==> config.mk <==
export PLATFORM = sky130hd
export DESIGN_NAME = recovery_group_arbiter_flat
export DESIGN_NICKNAME = d
export VERILOG_FILES = /design/src/rtl/rapid_recovery_pkg.sv /design/src/rtl/recovery_group_arbiter_if.sv /design/src/rtl/recovery_group_arbiter_rr_picker.sv /design/src/rtl/recovery_group_arbiter.sv /design/src/flat_wrapper.sv
export SDC_FILE = /design/constraint.sdc
export NUM_CORES = 1
export LEC_CHECK = 0
export BUFFER_PORTS_ARGS = -buffer_cell sky130_fd_sc_hd__buf_2
export CELL_PAD_IN_SITES_DETAIL_PLACEMENT = 1
export CELL_PAD_IN_SITES_GLOBAL_PLACEMENT = 2
export CORE_MARGIN = 3
export CORE_UTILIZATION = 36
export DETAILED_ROUTE_END_ITERATION = 8
export PLACE_DENSITY = 0.89
export SYNTH_ARGS = -nofsm -noshare
export SYNTH_HDL_FRONTEND = slang
export SYNTH_SLANG_ARGS = --single-unit
==> constraint.sdc <==
create_clock -name clk_i -period 2.45 [get_ports clk_i]
set_input_delay 0.245 -clock clk_i [delete_from_list [all_inputs] [get_ports clk_i]]
set_output_delay 0.245 -clock clk_i [all_outputs]
set_load 0.02 [all_outputs]
==> src/rtl/rapid_recovery_pkg.sv <==
// Shared types and helpers for the rapid-recovery group arbiter.
// Holds the arbiter state encoding and a width helper used for index/counter sizing.
package rapid_recovery_pkg;

    typedef enum logic [1:0] {
        ARB_IDLE,
        ARB_REQ,
        ARB_BUSY,
        ARB_COOLDOWN
    } recovery_arb_state_e;

    // Counter and index widths never drop below one bit, even for degenerate parameters.
    function automatic int clog2_min1(input int value);
        return (value > 1) ? $clog2(value) : 1;
    endfunction

endpackage

==> src/rtl/recovery_group_arbiter_if.sv <==
// Bundle of signals between the DMR groups / recovery controller and the group arbiter.
// The arbiter uses the slave modport; the controller side (or a bench) uses master.
interface recovery_group_arbiter_if #(
    parameter int NumGroups = 4
);
    localparam int IdxW = (NumGroups > 1) ? $clog2(NumGroups) : 1;

    logic [NumGroups-1:0] group_error_i;
    logic                 recovery_req_o;
    logic [IdxW-1:0]      recovery_group_o;
    logic                 recovery_ack_i;
    logic                 recovery_done_i;
    logic [NumGroups-1:0] group_clk_en_o;
    logic [NumGroups-1:0] pending_o;
    logic                 busy_o;
    logic                 fatal_o;

    modport slave (
        input  group_error_i,
        input  recovery_ack_i,
        input  recovery_done_i,
        output recovery_req_o,
        output recovery_group_o,
        output group_clk_en_o,
        output pending_o,
        output busy_o,
        output fatal_o
    );

    modport master (
        output group_error_i,
        output recovery_ack_i,
        output recovery_done_i,
        input  recovery_req_o,
        input  recovery_group_o,
        input  group_clk_en_o,
        input  pending_o,
        input  busy_o,
        input  fatal_o
    );

endinterface

==> src/rtl/recovery_group_arbiter_rr_picker.sv <==
// Round-robin picker: first set pending bit at or after ptr_i, wrapping around.
// Purely combinational; the arbiter registers whatever it selects.
module recovery_rr_picker
    import rapid_recovery_pkg::*;
#(
    parameter  int NumGroups = 4,
    localparam int IdxW      = clog2_min1(NumGroups)
) (
    input  logic [NumGroups-1:0] pending_i,
    input  logic [IdxW-1:0]      ptr_i,
    output logic                 valid_o,
    output logic [IdxW-1:0]      idx_o
);

    always_comb begin
        valid_o = 1'b0;
        idx_o   = '0;
        for (int k = 0; k < NumGroups; k++) begin
            if (!valid_o && pending_i[(int'(ptr_i) + k) % NumGroups]) begin
                valid_o = 1'b1;
                idx_o   = IdxW'((int'(ptr_i) + k) % NumGroups);
            end
        end
    end

endmodule

==> src/rtl/recovery_group_arbiter.sv <==
// Serialises per-group recovery requests onto one shared recovery controller,
// gating the clocks of all other groups while a recovery is in flight.
module recovery_group_arbiter
    import rapid_recovery_pkg::*;
#(
    parameter int NumGroups      = 4,
    parameter int TimeoutCycles  = 256,
    parameter int CooldownCycles = 2
) (
    input  logic                     clk_i,
    input  logic                     rst_ni,
    recovery_group_arbiter_if.slave  bus
);

    localparam int IdxW = clog2_min1(NumGroups);
    localparam int WdW  = clog2_min1(TimeoutCycles);
    localparam int CdW  = clog2_min1(CooldownCycles + 1);

    recovery_arb_state_e  state_q, state_d;
    logic [NumGroups-1:0] pending_q, pending_d;
    logic [NumGroups-1:0] clk_en_q, clk_en_d;
    logic [IdxW-1:0]      grp_q, grp_d;
    logic [IdxW-1:0]      rr_ptr_q, rr_ptr_d;
    logic [WdW-1:0]       wd_q, wd_d;
    logic [CdW-1:0]       cd_q, cd_d;
    logic                 req_q, req_d;
    logic                 busy_q, busy_d;
    logic                 fatal_q, fatal_d;

    logic                 sel_valid;
    logic [IdxW-1:0]      sel_idx;
    logic                 active;
    logic                 handshake;
    logic [NumGroups-1:0] grp_onehot;
    logic [NumGroups-1:0] masked_err;

    recovery_rr_picker #(
        .NumGroups (NumGroups)
    ) u_picker (
        .pending_i (pending_q),
        .ptr_i     (rr_ptr_q),
        .valid_o   (sel_valid),
        .idx_o     (sel_idx)
    );

    assign active     = (state_q == ARB_REQ) || (state_q == ARB_BUSY);
    assign handshake  = (state_q == ARB_REQ) && bus.recovery_ack_i;
    assign grp_onehot = NumGroups'(1) << grp_q;

    // The group under recovery cannot re-arm its own pending bit until it leaves REQ/BUSY.
    assign masked_err = active ? (bus.group_error_i & ~grp_onehot) : bus.group_error_i;

    always_comb begin
        pending_d = pending_q | masked_err;
        if (handshake) begin
            pending_d = pending_d & ~grp_onehot;
        end
    end

    always_comb begin
        state_d  = state_q;
        grp_d    = grp_q;
        rr_ptr_d = rr_ptr_q;
        wd_d     = wd_q;
        cd_d     = cd_q;
        fatal_d  = fatal_q;
        unique case (state_q)
            ARB_IDLE: begin
                if (sel_valid) begin
                    grp_d   = sel_idx;
                    state_d = ARB_REQ;
                end
            end
            ARB_REQ: begin
                if (bus.recovery_ack_i) begin
                    rr_ptr_d = (int'(grp_q) == NumGroups - 1) ? '0 : grp_q + 1'b1;
                    wd_d     = '0;
                    state_d  = ARB_BUSY;
                end
            end
            ARB_BUSY: begin
                if (bus.recovery_done_i) begin
                    cd_d    = '0;
                    state_d = (CooldownCycles == 0) ? ARB_IDLE : ARB_COOLDOWN;
                end else if (int'(wd_q) >= TimeoutCycles - 1) begin
                    // Abandon the stuck recovery but keep arbitrating; fatal stays up.
                    fatal_d = 1'b1;
                    state_d = ARB_IDLE;
                end else begin
                    wd_d = wd_q + 1'b1;
                end
            end
            ARB_COOLDOWN: begin
                if (int'(cd_q) >= CooldownCycles - 1) begin
                    state_d = ARB_IDLE;
                end else begin
                    cd_d = cd_q + 1'b1;
                end
            end
            default: state_d = ARB_IDLE;
        endcase
        req_d    = (state_d == ARB_REQ);
        busy_d   = (state_d != ARB_IDLE);
        clk_en_d = active ? grp_onehot : '1;
    end

    always_ff @(posedge clk_i or negedge rst_ni) begin
        if (!rst_ni) begin
            state_q   <= ARB_IDLE;
            pending_q <= '0;
            clk_en_q  <= '1;
            grp_q     <= '0;
            rr_ptr_q  <= '0;
            wd_q      <= '0;
            cd_q      <= '0;
            req_q     <= 1'b0;
            busy_q    <= 1'b0;
            fatal_q   <= 1'b0;
        end else begin
            state_q   <= state_d;
            pending_q <= pending_d;
            clk_en_q  <= clk_en_d;
            grp_q     <= grp_d;
            rr_ptr_q  <= rr_ptr_d;
            wd_q      <= wd_d;
            cd_q      <= cd_d;
            req_q     <= req_d;
            busy_q    <= busy_d;
            fatal_q   <= fatal_d;
        end
    end

    assign bus.recovery_req_o   = req_q;
    assign bus.recovery_group_o = grp_q;
    assign bus.group_clk_en_o   = clk_en_q;
    assign bus.pending_o        = pending_q;
    assign bus.busy_o           = busy_q;
    assign bus.fatal_o          = fatal_q;

endmodule

==> src/flat_wrapper.sv <==
// flat-port wrapper written by rule: the top's interface ports become plain ports
module recovery_group_arbiter_flat import rapid_recovery_pkg::*;
#(
    parameter int NumGroups      = 4,
    parameter int TimeoutCycles  = 256,
    parameter int CooldownCycles = 2
)
  (clk_i, rst_ni, bus_group_error_i, bus_recovery_ack_i, bus_recovery_done_i, bus_recovery_req_o, bus_recovery_group_o, bus_group_clk_en_o, bus_pending_o, bus_busy_o, bus_fatal_o);
  recovery_group_arbiter_if #(.NumGroups(NumGroups)) bus_i ();
  input  logic clk_i;
  input  logic rst_ni;
  input wire logic [$bits(bus_i.group_error_i)-1:0] bus_group_error_i;
  input wire logic [$bits(bus_i.recovery_ack_i)-1:0] bus_recovery_ack_i;
  input wire logic [$bits(bus_i.recovery_done_i)-1:0] bus_recovery_done_i;
  output wire logic [$bits(bus_i.recovery_req_o)-1:0] bus_recovery_req_o;
  output wire logic [$bits(bus_i.recovery_group_o)-1:0] bus_recovery_group_o;
  output wire logic [$bits(bus_i.group_clk_en_o)-1:0] bus_group_clk_en_o;
  output wire logic [$bits(bus_i.pending_o)-1:0] bus_pending_o;
  output wire logic [$bits(bus_i.busy_o)-1:0] bus_busy_o;
  output wire logic [$bits(bus_i.fatal_o)-1:0] bus_fatal_o;
  assign bus_i.group_error_i = bus_group_error_i;
  assign bus_i.recovery_ack_i = bus_recovery_ack_i;
  assign bus_i.recovery_done_i = bus_recovery_done_i;
  assign bus_recovery_req_o = bus_i.recovery_req_o;
  assign bus_recovery_group_o = bus_i.recovery_group_o;
  assign bus_group_clk_en_o = bus_i.group_clk_en_o;
  assign bus_pending_o = bus_i.pending_o;
  assign bus_busy_o = bus_i.busy_o;
  assign bus_fatal_o = bus_i.fatal_o;
  recovery_group_arbiter #(.NumGroups(NumGroups), .TimeoutCycles(TimeoutCycles), .CooldownCycles(CooldownCycles)) u_core (.clk_i(clk_i), .rst_ni(rst_ni), .bus(bus_i));
endmodule
==> results of run 1 <==
==> power breakdown <==
group	total, mW	internal [mW]	leakage, nW	switching (mW)
Sequential	0.776	0.615	0.327	0.160
Clock	0.264	0.117	0.0228	0.147
Combinational	0.989	0.382	0.412	0.607
Total	2.03	1.11	0.761	0.914
==> registers in the layout, indices dropped and copies added (netlist names), 2 cells and up <==
signal	cells
u_core.bus.group_clk_en_o	4
u_core.bus.recovery_group_o	2
u_core.bus.pending_o	4
u_core.state_q	2
u_core.wd_q	8
u_core.rr_ptr_q	2
u_core.cd_q	2
==> Yosys cell counts (2+ instances only) <==
library cell,count,area [um^2]
a31oi_1,6,37.5
or4_1,2,15.0
and3_1,2,12.5
o31ai_1,8,60.1
a21oi_1,11,55.1
o21ai_0,8,40.0
dfstp_2,4,105
nor3_1,3,15.0
nand2_1,19,71.3
nor2b_1,2,12.5
dfrtp_1,23,576
nor2_1,3,11.3
or2_2,2,12.5
o211a_1,2,20.0
mux2i_1,2,20.0
inv_1,8,30.0
ha_1,11,138
nand4_1,3,18.8
nand3_1,5,25.0
nand2b_1,10,62.6
==> placed cells by master, fill, tap and decap left out, types with 2 or more instances in the layout <==
cell	count
a21oi_1	11
a31oi_1	6
and3_1	2
buf_2	20
clkbuf_8	3
dfrtp_1	23
dfstp_2	4
ha_1	11
inv_1	8
mux2i_1	2
nand2_1	19
nand2b_1	10
nand3_1	5
nand4_1	3
nor2_1	3
nor2b_1	2
nor3_1	3
o211a_1	2
o21ai_0	8
o31ai_1	8
or2_2	2
or4_1	2
==> area by class of cell <==
class	instances	area share
tap	50	0.0359
inverter	8	0.0172
timing repair buffer	21	0.0632
clock buffer	4	0.0258
multi-input combinational	120	0.467
sequential	27	0.391
==> critical path, cell delays in order, from the launching register on <==
cell	delay [ns]
dfrtp_1	0.43
inv_1	0.11
ha_1	0.39
nand2_1	0.27
o211ai_1	0.27
or4_1	0.54
a21oi_1	0.15
==> worst paths after layout <==
check / start / end / slack, ns
min: bus_recovery_done_i / u_core.bus.fatal_o / 0.22
max: u_core.state_q[0] / u_core.wd_q[3] / 0.23
min reg2reg: u_core.bus.fatal_o / u_core.bus.fatal_o / 0.49
min in group asynchronous: rst_ni / u_core.bus.recovery_req_o / 0.50
max reg2reg: u_core.state_q[0] / u_core.wd_q[3] / 0.23
max in group asynchronous: rst_ni / u_core.bus.recovery_group_o[0] / 1.55
==> metal layers <==
| layer | GRT usage | up-vias | part of all wire |
|---|---|---|---|
| li1 | - | 626 | - |
| met1 | 0.219 | 674 | 0.46 |
| met2 | 0.265 | 10 | 0.51 |
| met3 | 0.0210 | 5 | 0.018 |
| met4 | 0.0501 | 0 | 0.014 |
| met5 | 0 | - | 0 |
==> kinds of logic (layout without fill, tap and decap cells) <==
family / after synthesis / in the layout / share of synthesized area
and+or+nand+nor: 59 / 59 / 0.212
buffers and inverters: 10 / 33 / 0.0355
AOI/OAI and AO/OA: 47 / 47 / 0.204
DFF: 27 / 27 / 0.439
muxes: 3 / 3 / 0.0202
adders and majority gates: 11 / 11 / 0.0888
==> through the flow <==
step / setup slack [ns] / cells / hold WS (ns)
after floorplan: 0.674 / 157 / -0.0506
after global placement: 0.398 / 225 / 0.289
after detailed placement: 0.265 / 225 / 0.298
after CTS: 0.231 / 230 / 0.225
after global routing: 0.0466 / 230 / 0.246
final: 0.225 / 230 / 0.217
==> what timing repair did <==
action                    4_1_cts  5_1_grt
hold buffers                    1        0
hold endpoints to repair       23        0
resized for setup               0        0
==> flow_metrics.py, run 1 <==
metrics = {
    "cells_and_area": {
        "nNetsFinal": 200,
        "stdcell_area_um2": 1740,
        "diodes": 0,
        "area_growth_pct": 12.4,
        "fillers": 498,
        "drive_above_1_share": 0.189,
        "multi_input_area_um2": 815,
        "post-route-util": 0.427,
        "regArea_um2": 681,
    },
    "logic_synthesis": {
        "synth-edff-count": 0,
        "async_reset_ff_frac": 1.00,
        "synth_nets": 176,
        "yosys_warnings": 0,
        "syn_area_per_cell_um2": 9.87,
        "synthFlopType": "dfrtp_1",
        "netlist-cell-type-count": 43,
        "ys_seq_area_frac": 0.439,
        "syn-cell-area_um2": 1550,
        "synthCells": 157,
        "synth-seq-cells": 27,
    },
    "clock_network": {
        "cts_tree": "built",
        "post_cts_buffers": 0,
        "cts_buffers": 3,
        "clk_pin_slew_ns": 0.10,
        "cts_sinks": 27,
        "cts-root-buf": "clkbuf_8",
        "clockBufferDepth": 2,
        "cts_max_level": 1,
        "insertion_delay_ns": 0.28,
    },
    "power_and_ir_drop": {
        "peakVddDrop_uv": 297,
        "leakage_nw": 0.761,
        "powerDensity_nw_per_um2": 1160,
        "p_total_mw": 2.03,
    },
    "sta": {
        "finalSetupTns_ns": 0,
        "worst_slew_pin_slew_ns": 0.608,
        "fin_skew_ns": 0.00265,
        "finalCritPeriodShare": 0.908,
        "fmax_ghz": 0.449,
        "slew_violations": 0,
        "grt_setup_unrepaired": "false",
        "slew-limit-headroom": 0.594,
        "setup_violations": 0,
        "period_minus_slack_ns": 2.22,
        "hold_viol_final": 0,
    },
    "routing": {
        "routed_wl_um": 3770,
        "dr.pass1.iters": 4,
        "num_vias": 1315,
        "routedWlPerCell_um": 16.4,
        "ant_nets": 0,
        "drc": 0,
        "drt_iter0_drc": 74,
        "viasPerCell": 5.72,
    },
    "hold_path": {
        "hp-class": "primary input to register",
        "hold_depth": 2,
    },
    "setup_path": {
        "start_kind": "register",
        "crit_type": "register to register",
        "cp_max_fo": 16,
        "crit_arrival_ns": 2.44,
        "ff2ff_path_depth": 6,
        "endpoint_kind": "register",
        "worst_ep_required_time_ns": 2.66,
    },
    "floorplanning": {
        "rows": 23,
        "io_pins": 21,
        "coreArea_um2": 4090,
        "die_height_um": 71.6,
        "dieArea_um2": 5130,
        "start_util": 0.379,
        "die_w_um": 71.6,
    },
    "global_route": {
        "grt_pass1_wl_um": 6620,
        "grt_antenna_before_repair": 0,
        "grtUsageTotal": 0.161,
        "grt_pass1_vias": 1355,
        "gr-total-overflow": 0,
        "grt_start_max_net_pins": 28,
    },
    "flow_run": {
        "maxCapViolCount": 0,
    },
    "placement": {
        "globalplace.congestion": 0.783,
        "placed_cell_area_um2": 1690,
        "io_buffer_count": 20,
        "dp_hpwl_um": 2870,
    },
    "outcome": {
        "outcome": "finished clean",
    },
}
No activity file was read; power rests on OpenSTA's default activity.
==> run 2, diff against run 1 <==
Settings changed: CORE_UTILIZATION 36 to 35, PLACE_DENSITY 0.89 to 0.87, SYNTH_HIERARCHICAL set to 1.
==> run 2 against run 1 <==
The flow now finishes with violations (hold timing). Clock skew is 0.0020 ns higher. Synthesized area rose by 2.9%. Worst setup slack improved by 0.046 ns. Critical path depth stayed put. Synthesized cell count up 5.7%. Utilization shrank 0.48 points. First-iteration DRC count down 39%. Via count up 0.30%.
==> flow_metrics.py, run 2 <==
metrics = {
    "routing": {
        "wl_met2_um": 2100,
        "drc": 0,
        "routed_wl_um": 3970,
        "dr.pass1.iters": 4,
        "drt_iter0_drc": 45,
        "ant_nets": 0,
        "topRoutingLayerUsed": "met4",
        "wl_met3_um": 111,
        "routedWlPerCell_um": 16.9,
        "viasPerCell": 5.61,
        "wl_met1_um": 1720,
        "num_vias": 1319,
    },
    "global_route": {
        "grt_start_max_net_pins": 28,
        "gr-total-overflow": 0,
        "grtUsageTotal": 0.163,
        "grt_pass1_wl_um": 6890,
        "grt_pass1_vias": 1430,
        "grt_antenna_before_repair": 0,
    },
    "flow_run": {
        "maxCapViolCount": 0,
    },
    "floorplanning": {
        "start_util": 0.380,
        "die_w_um": 73.5,
        "die_height_um": 73.5,
        "rows": 23,
        "io_pins": 21,
        "coreArea_um2": 4200,
        "dieArea_um2": 5400,
    },
    "sta": {
        "worst_slew_pin_slew_ns": 0.624,
        "finalCritPeriodShare": 0.889,
        "period_minus_slack_ns": 2.18,
        "fmax_ghz": 0.459,
        "slew-limit-headroom": 0.584,
        "finalSetupTns_ns": 0,
        "fin_hold_ws_ns": -0.0233,
        "setup_violations": 0,
        "hold_viol_final": 23,
        "slew_violations": 0,
        "grt_setup_unrepaired": "false",
        "fin_skew_ns": 0.00470,
    },
    "cells_and_area": {
        "stdcell_area_um2": 1770,
        "fillers": 496,
        "multi_input_area_um2": 831,
        "layout_common_cells": "dfrtp_1, buf_2, o21ai_0",
        "area_growth_pct": 11.1,
        "regMostFlops": "u_core/wd_q",
        "nNetsFinal": 205,
        "post-route-util": 0.422,
        "largest_reg_flops": 8,
        "drive_above_1_share": 0.227,
        "diodes": 0,
        "regArea_um2": 681,
        "layout_commonest_cell": "dfrtp_1",
    },
    "outcome": {
        "violations": "hold timing",
        "outcome": "finished with violations",
    },
    "clock_network": {
        "cts_sinks": 27,
        "cts_max_level": 1,
        "insertion_delay_ns": 0.27,
        "cts-root-buf": "clkbuf_8",
        "clockBufferDepth": 2,
        "post_cts_resized": 0,
        "clk_pin_slew_ns": 0.09,
        "cts_tree": "built",
        "cts_buffers": 3,
        "cts_hold_buf": 0,
        "post_cts_buffers": 0,
    },
    "logic_synthesis": {
        "ys_seq_area_frac": 0.427,
        "synth-seq-cells": 27,
        "synth_area_leaders": "dfrtp_1, ha_1, dfstp_2",
        "syn-cell-area_um2": 1600,
        "yosys.area.top_type": "dfrtp_1",
        "synth-edff-count": 0,
        "synthCells": 166,
        "synthFlopType": "dfrtp_1",
        "synth_top_cells_by_count": "dfrtp_1, o21ai_0, nand2_1",
        "post-synth-top-count-cell": "dfrtp_1",
        "synth_top_cell_area_share": 0.361,
        "synth_nets": 185,
        "async_reset_ff_frac": 1.00,
        "yosys_warnings": 6,
        "syn_area_per_cell_um2": 9.61,
        "netlist-cell-type-count": 44,
    },
    "placement": {
        "globalplace.congestion": 0.808,
        "placed_cell_area_um2": 1730,
        "io_buffer_count": 20,
        "dp_hpwl_um": 3060,
    },
    "setup_path": {
        "crit_type": "register to register",
        "endpoint_kind": "register",
        "start_kind": "register",
        "crit_arrival_ns": 2.34,
        "regToRegSetupSlack_ns": 0.27,
        "ff2ff_path_depth": 6,
        "worst_ep_required_time_ns": 2.62,
        "cp_max_fo": 12,
    },
    "power_and_ir_drop": {
        "powerDensity_nw_per_um2": 1090,
        "peakVddDrop_uv": 493,
        "p_total_mw": 1.93,
        "leakage_nw": 0.861,
    },
    "hold_path": {
        "hp-class": "primary input to async pin",
    },
}
## run 2: changes by cell type in the layout (fill, tap and decap cells not counted), sizes merged, moves of 3 or more
| cell | before | now |
|---|---|---|
| inv | 8 | 14 |
| nand2 | 19 | 14 |
| nand2b | 11 | 7 |
| nand3 | 5 | 10 |
| nor2 | 3 | 10 |
| o21ai | 8 | 15 |
| o31ai | 8 | 2 |
| or4 | 3 | 0 |
## run 2: power by group
group,switching (mW),total [mW],internal (mW)
logic,0.571,0.921,0.350
registers,0.143,0.750,0.607
clock network,0.139,0.256,0.117
## run 2: kinds of logic after synthesis
| family | after synthesis | share of synthesized area |
|---|---|---|
| AND/OR/NAND/NOR | 59 | 0.217 |
| AO/OA/AOI/OAI | 45 | 0.184 |
| flip-flops | 27 | 0.427 |
| buffers and inverters | 19 | 0.0525 |
| adder cells (fa/ha/maj) | 11 | 0.0863 |
| multiplexers | 5 | 0.0337 |
## run 2: worst max-delay path, cell delays in order, from the launching register on
cell and delay, ns:
dfrtp_1 0.47, inv_1 0.14, ha_1 0.36, and2_2 0.32, nor4_4 0.40, a31oi_1 0.16, a41o_1 0.22
## run 2: metrics by stage
stage | hold slack (ns) | worst slack (ns) | cells
2_1_floorplan | -0.0506 | 0.694 | 166
3_3_place_gp | 0.291 | 0.463 | 231
3_5_place_dp | 0.306 | 0.333 | 231
4_1_cts | 0.00232 | 0.278 | 235
5_1_grt | 0.0142 | 0.115 | 235
6_report | -0.0233 | 0.272 | 235
## run 2: metal layers
layer,global-route usage,vias to the layer above
met5,0,-
met4,0.0382,0
met3,0.0246,5
met2,0.297,20
met1,0.199,664
li1,-,630
## run 2: worst paths after layout
path                                       from                       to
setup / recovery              u_core/state_q[0]           u_core/wd_q[6]
max in group asynchronous                rst_ni           u_core/wd_q[4]
min in group clk_i         bus_group_error_i[3]  u_core/bus.pending_o[3]
hold / removal                           rst_ni           u_core/wd_q[1]
setup reg to reg              u_core/state_q[0]           u_core/wd_q[6]
hold reg to reg              u_core/bus.fatal_o       u_core/bus.fatal_o
## run 2: cell type report
type,instances,area share
multi-input combinational,120,0.469
inverter,14,0.0297
timing repair buffer,20,0.0565
sequential,27,0.384
tap,50,0.0353
clock buffer,4,0.0254
